[src/rtl/mage_stream_buffer.sv]
// Per-channel elastic stream buffer: small FIFO plus a length-programmed transfer FSM that tags the last element.
// Optional stall statistics are built when MAGE_STREAM_BUF_STATS_EN is defined.
module mage_stream_buffer #(
  parameter int DATA_W = 32,
  parameter int DEPTH  = 4,
  parameter int CNT_W  = 16
) (
  input  logic                       clk_i,
  input  logic                       rst_i,
  input  logic                       start_i,
  input  logic [CNT_W-1:0]           cfg_len_i,
  input  logic                       flush_i,
  input  logic                       in_valid_i,
  input  logic [DATA_W-1:0]          in_data_i,
  output logic                       in_ready_o,
  output logic                       out_valid_o,
  output logic [DATA_W-1:0]          out_data_o,
  output logic                       out_last_o,
  input  logic                       out_ready_i,
  output logic [$clog2(DEPTH):0]     level_o,
  output logic                       busy_o,
  output logic                       done_o,
  output logic [CNT_W-1:0]           stall_in_o,
  output logic [CNT_W-1:0]           stall_out_o
);

  localparam int AW = $clog2(DEPTH);
  localparam logic [AW:0] FULL_LVL = (AW+1)'(DEPTH);

  typedef enum logic [1:0] {S_IDLE, S_RUN, S_DRAIN} state_t;

  state_t            state_q;
  logic [DATA_W-1:0] mem [DEPTH];
  logic [AW-1:0]     rd_ptr_q, wr_ptr_q;
  logic [AW:0]       count_q;
  logic [CNT_W-1:0]  len_q, in_cnt_q, out_cnt_q;
  logic              done_q;
  logic              full, empty, push, pop, start_ok;

  // Handshake: a transfer happens on a rising edge where valid and ready are both high;
  // ready never depends on the same-cycle valid/ready of the opposite side.
  assign full        = (count_q == FULL_LVL);
  assign empty       = (count_q == '0);
  assign in_ready_o  = (state_q == S_RUN) && !full && (in_cnt_q < len_q);
  assign out_valid_o = !empty;
  assign out_data_o  = mem[rd_ptr_q];
  assign out_last_o  = out_valid_o && (out_cnt_q == len_q - CNT_W'(1));
  assign push        = in_valid_i && in_ready_o;
  assign pop         = out_valid_o && out_ready_i;
  assign start_ok    = start_i && (state_q == S_IDLE);
  assign level_o     = count_q;
  assign busy_o      = (state_q != S_IDLE);
  assign done_o      = done_q;

  always_ff @(posedge clk_i) begin
    if (rst_i) begin
      state_q   <= S_IDLE;
      rd_ptr_q  <= '0;
      wr_ptr_q  <= '0;
      count_q   <= '0;
      len_q     <= '0;
      in_cnt_q  <= '0;
      out_cnt_q <= '0;
      done_q    <= 1'b0;
      for (int i = 0; i < DEPTH; i++) mem[i] <= '0;
    end else if (flush_i) begin
      // Abort keeps memory contents; only bookkeeping is cleared.
      state_q   <= S_IDLE;
      rd_ptr_q  <= '0;
      wr_ptr_q  <= '0;
      count_q   <= '0;
      in_cnt_q  <= '0;
      out_cnt_q <= '0;
      done_q    <= 1'b0;
    end else begin
      done_q <= 1'b0;
      if (push) begin
        mem[wr_ptr_q] <= in_data_i;
        wr_ptr_q      <= wr_ptr_q + AW'(1);
      end
      if (pop) begin
        rd_ptr_q  <= rd_ptr_q + AW'(1);
        out_cnt_q <= out_cnt_q + CNT_W'(1);
      end
      count_q <= count_q + {{AW{1'b0}}, push} - {{AW{1'b0}}, pop};

      case (state_q)
        S_IDLE: begin
          if (start_i) begin
            len_q     <= cfg_len_i;
            in_cnt_q  <= '0;
            out_cnt_q <= '0;
            if (cfg_len_i != '0) state_q <= S_RUN;
            else                 done_q  <= 1'b1;
          end
        end
        S_RUN: begin
          if (push) begin
            in_cnt_q <= in_cnt_q + CNT_W'(1);
            if (in_cnt_q + CNT_W'(1) == len_q) state_q <= S_DRAIN;
          end
        end
        S_DRAIN: begin
          if (pop && (out_cnt_q == len_q - CNT_W'(1))) begin
            state_q <= S_IDLE;
            done_q  <= 1'b1;
          end
        end
        default: state_q <= S_IDLE;
      endcase
    end
  end

`ifdef MAGE_STREAM_BUF_STATS_EN
  logic [CNT_W-1:0] stall_in_q, stall_out_q;

  // Saturating stall counters, restarted with every accepted transfer.
  always_ff @(posedge clk_i) begin
    if (rst_i || flush_i || start_ok) begin
      stall_in_q  <= '0;
      stall_out_q <= '0;
    end else begin
      if ((state_q == S_RUN) && in_valid_i && !in_ready_o && (stall_in_q != '1))
        stall_in_q <= stall_in_q + CNT_W'(1);
      if (out_valid_o && !out_ready_i && (stall_out_q != '1))
        stall_out_q <= stall_out_q + CNT_W'(1);
    end
  end

  assign stall_in_o  = stall_in_q;
  assign stall_out_o = stall_out_q;
`else
  assign stall_in_o  = '0;
  assign stall_out_o = '0;
`endif

endmodule

[config.mk]
export PLATFORM = sky130hd
export DESIGN_NAME = mage_stream_buffer
export DESIGN_NICKNAME = d
export VERILOG_FILES = /design/src/rtl/mage_stream_buffer.sv
export SDC_FILE = /design/constraint.sdc
export NUM_CORES = 1
export LEC_CHECK = 0
export CAP_MARGIN = 20
export CORE_ASPECT_RATIO = 1.1
export CORE_MARGIN = 2
export CORE_UTILIZATION = 55
export CTS_BUF_LIST = sky130_fd_sc_hd__clkbuf_4
export CTS_CLUSTER_DIAMETER = 60
export DETAILED_ROUTE_END_ITERATION = 16
export PLACE_DENSITY = 0.79
export SLEW_MARGIN = 40
export SYNTH_ARGS = -nofsm -noshare
export SYNTH_HDL_FRONTEND = slang
export SYNTH_SLANG_ARGS = --single-unit
[constraint.sdc]
create_clock -name clk_i -period 4.2 [get_ports clk_i]
set_input_delay 1.05 -clock clk_i [delete_from_list [all_inputs] [get_ports clk_i]]
set_output_delay 1.05 -clock clk_i [all_outputs]
set_load 0.01 [all_outputs]
After elaboration in Yosys (flattened, before gate mapping)
Memory sizes are Yosys's and may differ from the RTL's. A register that Yosys moved wholly into a read port is not among the register bits. Cells that the tools add are included.

Register bits: 58. RAM bits: 128. Input bits: 54. Output and inout port bits: 72. Logic and storage cells: 73. Memories kept: 1.

Memory list: mem (depth 4, width 32, rd ports 1, clocked after Yosys merged registers in 1, write ports 4, RTL line 33) `logic [DATA_W-1:0] mem [DEPTH];`.

Add/subtract/negate cells: 7. Magnitude comparators: 1. Equal/unequal tests: 10. Mux-type cells: 27. Bitwise logic cells: 1. Reduce and logical (&&, ||, !) cells: 18.

Operators by type and width (count): $mux W16 (5); $add A16 B1 Y16 const B (2); $eq A16 B16 Y1 (2); $mux W32 (1); $pmux W16 S2 (1); $reduce_or A32 Y1 (1); $lt A16 B16 Y1 (1); $mux W2 (8); $reduce_bool A16 Y1 (1); $sub A16 B1 Y16 const B (1); $mux W1 (10); $logic_and A1 B1 Y1 (6); $ne A2 B2 Y1 const B (3); $pmux W2 S3 (1); $reduce_and A3 Y1 (2); $reduce_and A5 Y1 (1); $add A2 B1 Y2 const B (2); $ne A2 B1 Y1 const B (2); $reduce_bool A2 Y1 (2); $add A3 B1 Y3 (1); $eq A3 B3 Y1 const B (1); $logic_not A3 Y1 (1); $sub A3 B1 Y3 (1); $eq A2 B1 Y1 const B (1); other kinds (6) (7).

Longest topological paths before layout
Gate-level depths: netlist (run 1).

Word-level depth: 11. Depth in mapped cells: 15. Depth with buffers taken out: 13.

Least setup slack after synthesis (run 1)
Ideal clock, no wire load.

Path kind: flip-flop to flip-flop. Start point: register len_q[8]. End point: memory mem[3][0], enable pin. Library setup time: 0.428 ns. Data arrival time: 3.468 ns. Required time: 3.772 ns. Setup slack: 0.304 ns. Stages on the path, launching flop included: 10. Buffers on the path: 1. Period minus slack after synthesis: 3.896 ns. Path through: dfxtp_1 -> clkbuf_1 -> inv_1 -> ha_1 -> a21oi_1 -> o21ai_0 -> a2111oi_2 -> and3_2 -> nand3_1 -> o21bai_1.

RTL lines: from (decl) (RTL line 36) `logic [CNT_W-1:0] len_q, in_cnt_q, out_cnt_q;`; from (signal assigned) (RTL line 90) `len_q <= cfg_len_i;`; to (decl) (RTL line 33).

Worst setup path after layout (run 1)
Start point: register len_q[6]. End point: output out_last_o.

Cells in the longest elaborated chain, start to end: 3.

RTL lines: $sub A16 B1 Y16 (RTL line 47) `assign out_last_o = out_valid_o && (out_cnt_q == len_q - CNT_W'(1));`; $eq A16 B16 Y1 (RTL line 47); $logic_and A1 B1 Y1 (RTL line 47); to (decl) (RTL line 18) `output logic out_last_o,`.

No other way between the ends.

==> results.toml, run 1 <==
[clocking]
post_cts_buffers = 0
cts-root-buf = "clkbuf_4"
hold_buffers = 0
insertion_delay_ps = 610
htree_levels = 4
path_clk_slew_ps = 180
numCtsBuffers = 17
clock_sinks = 188
cts_buffer_depth = 2
cts_tree = "built"

[placed_design]
place_congestion = 0.909
dp_cells = 1170
place_ws_ps = 302
dp_hpwl_um = 14400
numPortBuffers = 93
place_area_um2 = 10900

[global_routing]
grt_pass1_wl_um = 33500
grt_use_met3_pct = 3.61
use_met1_pct = 26.6
grt_util_all_layers_pct = 22.9
grt_pass1_vias = 6666
grt_util_met2_pct = 42.0
grt_max_degree = 33
busiest_layer = "met2"
antenna_found_initial = 1
overflow = 0

[final_layout]
regArea_um2 = 5050
layout.nets = 1027
post_layout_nonfiller_instances = 1203
drive_gt1_share_pct = 13.8
nFillCells = 1429
syn_to_final_growth_pct = 14.4
multi_input_area_um2 = 4330
finish.instance_area_um2 = 11200

[hold_path]
hp-class = "register to register"

[logic_synthesis]
post_synth_num_cell_types = 66
ys.flop_type = "edfxtp_1"
yosysSeqAreaShare_pct = 51.4
synth_area_um2 = 9810
synth_warnings = 0
async_flop_share_pct = 0
yosys_register_bits = 188
syn_inst = 871
syn-mean-instance-area_um2 = 11.3
synth_edf_count = 128

[routing]
vias = 6716
routed_wl_um = 21200
route.detailed.drc = 0
drt_pass1_iterations = 6
antenna_left = 0
vias_per_cell = 5.58
wl_per_cell_um = 17.7
drtIter0Drc = 522

[sta]
finalHoldViolCount = 0
final.period_utilization_pct = 97.9
setup_viol = 0
rsz0062_at_grt = "yes"
drv_slew = 0
timing.fmax_mhz = 243
max-slew-margin-rel_pct = 54.6
fin_crit_ps = 4110
skew_ps = 30.1
worst_pin_slew_ps = 675
fin_ws_ps = 89.2

[floorplanning]
num_rows = 51
fp.dieW_um = 131
start_util_pct = 55.7
dieHeight_um = 144
core_area_um2 = 17600
dieArea_um2 = 18900
io_pins = 126

[worst_setup_path]
required_ps = 3150
critPathTopFamily = "simple AND/OR/NAND/NOR gates"
crit_buf_inv = 1
critical_path_class = "register to primary output"
path_cells = "or4_4 > nor4_2 > mux2_2 > a2111o_1 > nor3_2 > clkdlybuf4s15_2"
crit_path_start_kind = "register"
critPathMaxFanout = 6
arrival_ps = 3060
slowest_stage = "or4_4"
crit_path_max_incr_delay_ps = 540
endpoint_kind = "primary output"

[pwr]
vdd_drop_max_mv = 0.147
p_leak_nw = 4.08
power.density_nw_per_um2 = 305

[status]
status = "complete, no violations"

[run]
maxCapViolCount = 0
## sequential cells by signal, indices dropped and copies added (netlist names), named ones only
signal     count
state_q        2
rd_ptr_q       2
len_q         16
level_o        3
out_cnt_q     16
done_o         1
wr_ptr_q       2
mem          128
in_cnt_q      16
## logic make-up after synthesis
logic type | count (synthesis) | synth area share [%]
simple gates | 346 | 20.3
compound gates | 103 | 6.23
other cells | 1 | 0.0382
buf+inv | 117 | 6.14
mux | 37 | 7.88
flops | 188 | 51.4
fa+ha+maj | 22 | 2.88
xor+xnor | 57 | 5.09
## cell type report
class | instances | share of cell area (%)
clock inverter | 15 | 1.53
sequential | 188 | 45.0
clock buffer | 17 | 1.14
multi-input combinational | 597 | 38.6
tap | 238 | 2.65
inverter | 27 | 0.903
antenna | 1 | 0.0223
timing repair buffer | 120 | 10.1
## placed cells by master, fill, tap and decap left out, drive strengths merged, types with 9 or more instances in the layout
master and n:
edfxtp 128, dfxtp 60, clkdlybuf4s50 92, xnor2 27
conb 32, buf 27, nand4 16, nor2 46
mux4 32, or3 13, o21ai 27, and3 11
inv 34, nand2 53, nor4 14, xor2 30
clkbuf 17, nor3 9, ha 21, nand3 16
a21oi 47, and2 132
## worst paths after layout
kind / start / cells after the start / slack (ps) / endpoint
worst max-delay path: len_q[6] / 6 / 90 / out_last_o
worst max register to register: len_q[9] / 11 / 990 / in_cnt_q[15]
worst min-delay path: len_q[6] / 2 / 520 / len_q[6]
worst min register to register: len_q[6] / 2 / 520 / len_q[6]
## per-stage QoR
stage	hold slack [ps]	setup TNS, ps	util (%)	power (mW)
after floorplan	460	0	-	2.31
after global placement	502	0	61.8	2.45
after detailed placement	502	0	61.8	2.46
after CTS	535	0	63.6	3.44
after global routing	542	-18.0	63.7	3.54
final	518	0	63.7	3.42
## repair_timing
action                     CTS  global route
gates resized for setup      8             7
setup endpoints to repair    2             2
gates cloned                 0             0
## worst reg2reg max path, delay by kind of cell, from the launching register on
kind / cells / cell delay, ps
adder cells (fa/ha/maj): 1 / 320
AND/OR/NAND/NOR: 3 / 1000
AO/OA/AOI/OAI: 4 / 760
buffers and inverters: 3 / 640
flip-flops: 1 / 450
## synthesized netlist by cell type (7+ instances only)
master | n | area (um^2)
and2_1 | 131 | 820
edfxtp_1 | 128 | 3840
dfxtp_1 | 60 | 1200
nand2_1 | 52 | 195
a21oi_1 | 47 | 235
nor2_1 | 46 | 173
clkbuf_1 | 43 | 161
buf_4 | 35 | 263
mux4_2 | 32 | 721
xor2_1 | 30 | 263
o21ai_0 | 27 | 135
xnor2_1 | 27 | 236
inv_1 | 26 | 97.6
ha_1 | 21 | 263
nand4_1 | 15 | 93.8
nand3_1 | 14 | 70.1
nor4_1 | 12 | 75.1
or3_1 | 10 | 62.6
and3_1 | 9 | 56.3
nor3_1 | 8 | 40.0
or4_1 | 7 | 52.6
## power by group
part | internal, mW | leakage [nW] | switching [mW]
combinational | 0.175 | 2.12 | 0.200
sequential | 2.03 | 1.81 | 0.0247
clock | 0.278 | 0.152 | 0.716
total | 2.48 | 4.08 | 0.940
## routing by layer
metal  up-vias  routed length [um]  part of all wire, %
met5         -                   0                    0
met4         0                 666                  3.1
met3        55                 975                  4.6
met2       207               11000                   52
met1      3247                8590                   40
li1       3207                   -                    -
Power figures use the tool's default switching activity.
==> run 2: changes to the inputs <==
--- a/config.mk
+++ b/config.mk
@@ -12,7 +12,7 @@
 export CTS_BUF_LIST = sky130_fd_sc_hd__clkbuf_4
 export CTS_CLUSTER_DIAMETER = 60
 export DETAILED_ROUTE_END_ITERATION = 16
-export PLACE_DENSITY = 0.79
+export PLACE_DENSITY = 0.84
 export SLEW_MARGIN = 40
 export SYNTH_ARGS = -nofsm -noshare
 export SYNTH_HDL_FRONTEND = slang
==> run 2 against run 1 <==
  * Final cell count increased by 0.17%
  * Clock power up 4%
  * Cell area is 0.25% higher
  * Sequential power barely moved
  * Clock skew is 3.1 ps higher
  * Maximum frequency rose by 1.6%
  * Combinational power about the same
  * Power increased by 1.2%
  * Count of clock-buffer cells in the layout unchanged
==> results.toml, run 2 (synthesis gave the netlist of run 1 again) <==
[status]
status = "complete, no violations"

[worst_setup_path]
rrSetupSlack_ps = 1090
crit_path_max_incr_delay_ps = 570
required_ps = 3150
r2r_start = "len_q[11]"
critPathTopFamily = "compound AO/OA/AOI/OAI gates"
arrival_ps = 3000
crit_buf_inv = 2
endpoint_kind = "primary output"
reg2reg_depth = 14
critical_path_class = "register to primary output"
path_cells = "inv_1 > ha_1 > a21oi_1 > o21ai_0 > a2111oi_2 > and3_2 > clkdlybuf4s50_1"
timing.rr.end = "level_o[2]"
critPathMaxFanout = 7
crit_path_start_kind = "register"
slowest_stage = "clkdlybuf4s50_1"

[clocking]
insertion_delay_ps = 620
cts_buffer_depth = 2
hold_buffers = 0
numCtsBuffers = 17
cts_tree = "built"
clock_sinks = 188
cts-root-buf = "clkbuf_4"
htree_levels = 4
path_clk_slew_ps = 170

[final_layout]
fin_util_pct = 63.9
top_register = "mem"
final_cell_mix = "and2_1, edfxtp_1, clkdlybuf4s50_1"
drive_gt1_share_pct = 13.9
final_common_cell = "and2_1"
largest_reg_flops = 128
layout.nets = 1029
syn_to_final_growth_pct = 14.7
finish.instance_area_um2 = 11200
nFillCells = 1357

[floorplanning]
io_pins = 126
dieArea_um2 = 18900
fp.dieW_um = 131
num_rows = 51
core_area_um2 = 17600
dieHeight_um = 144
start_util_pct = 55.7

[placed_design]
place_area_um2 = 10900
dp_hpwl_um = 15500
place_ws_ps = 217
place_congestion = 0.914
numPortBuffers = 93

[sta]
fin_crit_ps = 4050
rsz0062_at_grt = "no"
max-slew-margin-rel_pct = 59.3
final.period_utilization_pct = 96.3
drv_slew = 0
fin_ws_ps = 154
holdWs_ps = 508
tns_ps = 0
finalHoldViolCount = 0
setup_viol = 0
skew_ps = 33.2
timing.fmax_mhz = 247
worst_pin_slew_ps = 611

[routing]
drtIter0Drc = 439
wl_met3_um = 1010
wl_met2_um = 11500
routed_wl_um = 22100
route.detailed.drc = 0
vias = 6756
antenna_left = 0
vias_per_cell = 5.61
wl_met1_um = 8980
drt_pass1_iterations = 5
dr.max_layer_used = "met4"
wl_per_cell_um = 18.3

[global_routing]
grt_pass1_vias = 6486
grt_max_degree = 33
overflow = 0
grt_util_all_layers_pct = 23.8
grt_pass1_wl_um = 34700
antenna_found_initial = 1

[hold_path]
hp-class = "register to register"
worstHoldStart = "len_q[9]"
hold_path_depth = 2
hold_end = "len_q[9]"

[pwr]
power.density_nw_per_um2 = 308
vdd_drop_max_mv = 0.169
p_leak_nw = 4.10

[run]
maxCapViolCount = 0
-- run 2: changes by cell type in the layout (fill, tap and decap cells not counted), sizes merged --
cell	change
buf	+2
clkinv	-2
inv	+2
-- run 2: routing by layer --
layer	vias up	track usage (%)
met3	34	4.42
li1	3213	-
met5	-	0
met2	198	42.5
met4	0	8.81
met1	3311	29.1
-- run 2: stage by stage --
stage / cells / power (mW)
floorplan: 902 / 2.31
global placement: 1171 / 2.45
detailed placement: 1171 / 2.46
CTS: 1204 / 3.47
global route: 1205 / 3.58
finish: 1205 / 3.46
-- run 2: cell type report --
type	count	area [um^2]	share of cell area, %
Clock buffer	17	128	1.13
Clock inverter	15	181	1.61
Tap cell	238	298	2.65
Sequential cell	188	5060	45.0
Antenna cell	1	2.50	0.0222
Multi-Input combinational cell	597	4330	38.5
Timing Repair Buffer	122	1150	10.2
Inverter	27	101	0.901
-- run 2: repair_timing --
action,CTS,global route
gates resized for setup,6,11
pin swaps,1,1
buffers inserted,1,0
endpoints found under the setup margin,2,2
-- run 2: worst max path at each step --
stage,startpoint,endpoint,slack [ps],depth (start not counted)
3_5_place_dp,len_q[1],out_last_o,220,8
6_report,len_q[11],in_ready_o,150,7
2_1_floorplan,len_q[8],mem[3][0],300,9
4_1_cts,len_q[10],in_ready_o,2,7
5_1_grt,len_q[5],in_ready_o,4,8
3_3_place_gp,len_q[1],out_last_o,220,8
-- run 2: power by group --
group | switching, mW | leakage, nW | internal, mW
Sequential | 0.0280 | 1.81 | 2.02
Clock | 0.740 | 0.157 | 0.289
Combinational | 0.201 | 2.14 | 0.177
-- run 2: worst register-to-register path, cell delays in order, from the launching register on --
cell	delay [ps]
dfxtp_4	430
inv_1	60
ha_1	300
a21oi_1	170
o21ai_0	150
a2111oi_2	410
nand4_1	140
buf_4	220
ha_1	310
inv_1	60
ha_1	130
inv_1	40
fa_1	370
xnor2_1	180
nor2_1	50
==> run 3: changes to the inputs <==
--- a/config.mk
+++ b/config.mk
@@ -13,7 +13,7 @@
 export CTS_CLUSTER_DIAMETER = 60
 export DETAILED_ROUTE_END_ITERATION = 16
 export PLACE_DENSITY = 0.84
-export SLEW_MARGIN = 40
+export SLEW_MARGIN = 25
 export SYNTH_ARGS = -nofsm -noshare
 export SYNTH_HDL_FRONTEND = slang
 export SYNTH_SLANG_ARGS = --single-unit
==> run 3 against run 2 <==
  * Power decreased by 0.32%
  * Cell area about the same
  * Core utilization about the same
  * Via count increased by 0.43%
  * Count of clock-buffer cells in the layout unchanged
  * Sequential share of layout area about the same
  * Setup slack got worse by 7.3 ps
  * Non-clock buffer count unchanged
  * Maximum frequency decreased by 0.18%
  * Critical path depth decreased by 1
  * Wire length increased by 0.37%
  * Final cell count about the same
==> results.toml, run 3 (synthesis gave the netlist of run 1 again) <==
[status]
status = "complete, no violations"

[worst_setup_path]
slowest_stage = "clkdlybuf4s50_1"
crit_path_max_incr_delay_ps = 570
critPathMaxFanout = 7
critPathTopFamily = "compound AO/OA/AOI/OAI gates"
arrival_ps = 3000
crit_path_start_kind = "register"
path_cells = "ha_1 > a21oi_1 > o21ai_0 > a2111oi_2 > and3_2 > clkdlybuf4s50_1"
endpoint_kind = "primary output"
critical_path_class = "register to primary output"
crit_buf_inv = 1
required_ps = 3150

[clocking]
hold_buffers = 0
insertion_delay_ps = 620
clock_sinks = 188
path_clk_slew_ps = 170
htree_levels = 4
numCtsBuffers = 17
cts_buffer_depth = 2
cts-root-buf = "clkbuf_4"
cts_tree = "built"

[pwr]
power.density_nw_per_um2 = 307
p_total_mw = 3.45
vdd_drop_max_mv = 0.166
p_leak_nw = 4.10

[final_layout]
nFillCells = 1361
finish.instance_area_um2 = 11300
top_register = "mem"
post_layout_nonfiller_instances = 1206
drive_gt1_share_pct = 13.8
largest_reg_flops = 128
layout.nets = 1029
regArea_um2 = 5060
final_cell_mix = "and2_1, edfxtp_1, clkdlybuf4s50_1"
multi_input_area_um2 = 4330
final_common_cell = "and2_1"
syn_to_final_growth_pct = 14.7

[sta]
timing.fmax_mhz = 247
max-slew-margin-rel_pct = 59.2
setup_viol = 0
drv_slew = 0
finalHoldViolCount = 0
tns_ps = 0
rsz0062_at_grt = "no"
final.period_utilization_pct = 96.5
worst_pin_slew_ps = 612
fin_crit_ps = 4050
fin_ws_ps = 147
skew_ps = 37.0

[floorplanning]
num_rows = 51
dieArea_um2 = 18900
start_util_pct = 55.7
io_pins = 126
fp.dieW_um = 131
core_area_um2 = 17600
dieHeight_um = 144

[routing]
drt_pass1_iterations = 6
antenna_left = 0
route.detailed.drc = 0
routed_wl_um = 22100
vias_per_cell = 5.63
drtIter0Drc = 526
vias = 6785
wl_per_cell_um = 18.4

[global_routing]
grt_pass1_wl_um = 34800
grt_pass1_vias = 6475
grt_max_degree = 33
grt_util_all_layers_pct = 23.9
overflow = 0
antenna_found_initial = 1

[run]
maxCapViolCount = 0

[placed_design]
dp_hpwl_um = 15500
numPortBuffers = 93
place_ws_ps = 195
place_congestion = 0.914
dp_cells = 1171
place_area_um2 = 10900

[hold_path]
hp-class = "register to register"
==> run 3: path summary, 6_finish.rpt <==
path | depth (start not counted) | from | endpoint | slack (ps)
setup / recovery | 6 | in_cnt_q[11] | in_ready_o | 150
hold / removal | 2 | len_q[9] | len_q[9] | 510
setup reg to reg | 13 | in_cnt_q[11] | level_o[2] | 1080
hold reg to reg | 2 | len_q[9] | len_q[9] | 510
==> run 3: repair_timing <==
action                                  CTS  global route
endpoints found under the setup margin    2             2
gates resized for setup                   5            11
pin swaps                                 1             1
endpoints found under the hold margin     0             0
setup buffers                             1             0
==> run 3: worst reg2reg max path, stage by stage (launching register included) <==
cell and delay, ps:
dfxtp_1 500, ha_1 300, a21oi_1 170, o21ai_0 150, a2111oi_2 420, nand4_1 130, buf_4 220, ha_1 310
inv_1 60, ha_1 130, inv_1 40, fa_1 370, xnor2_1 190, nor2_1 50
==> run 3: where the power goes <==
group | internal [mW] | switching [mW] | leakage, nW
Combinational | 0.177 | 0.200 | 2.14
Clock | 0.286 | 0.732 | 0.157
Sequential | 2.02 | 0.0278 | 1.81
Total | 2.49 | 0.960 | 4.10
==> run 3: metal layers <==
metal | part of all wire, % | vias to the layer above | track usage, %
met3 | 4.8 | 42 | 3.72
met1 | 40 | 3306 | 29.3
met5 | 0 | - | 0
met4 | 3.1 | 0 | 9.73
met2 | 52 | 218 | 42.7
li1 | - | 3219 | -
==> run 3: stage by stage <==
| stage | hold WS, ps | utilization (%) |
|---|---|---|
| after floorplan | 460 | - |
| after global placement | 490 | 61.8 |
| after detailed placement | 489 | 61.8 |
| after CTS | 509 | 63.7 |
| after global routing | 553 | 63.9 |
| final | 506 | 63.9 |
==> run 3: area by class of cell <==
cell class | count | share of cell area (%)
sequential | 188 | 45.0
multi-input combinational | 597 | 38.5
timing repair buffer | 122 | 10.2
tap | 238 | 2.65
clock inverter | 15 | 1.61
clock buffer | 17 | 1.13
inverter | 27 | 0.901
antenna | 2 | 0.0445
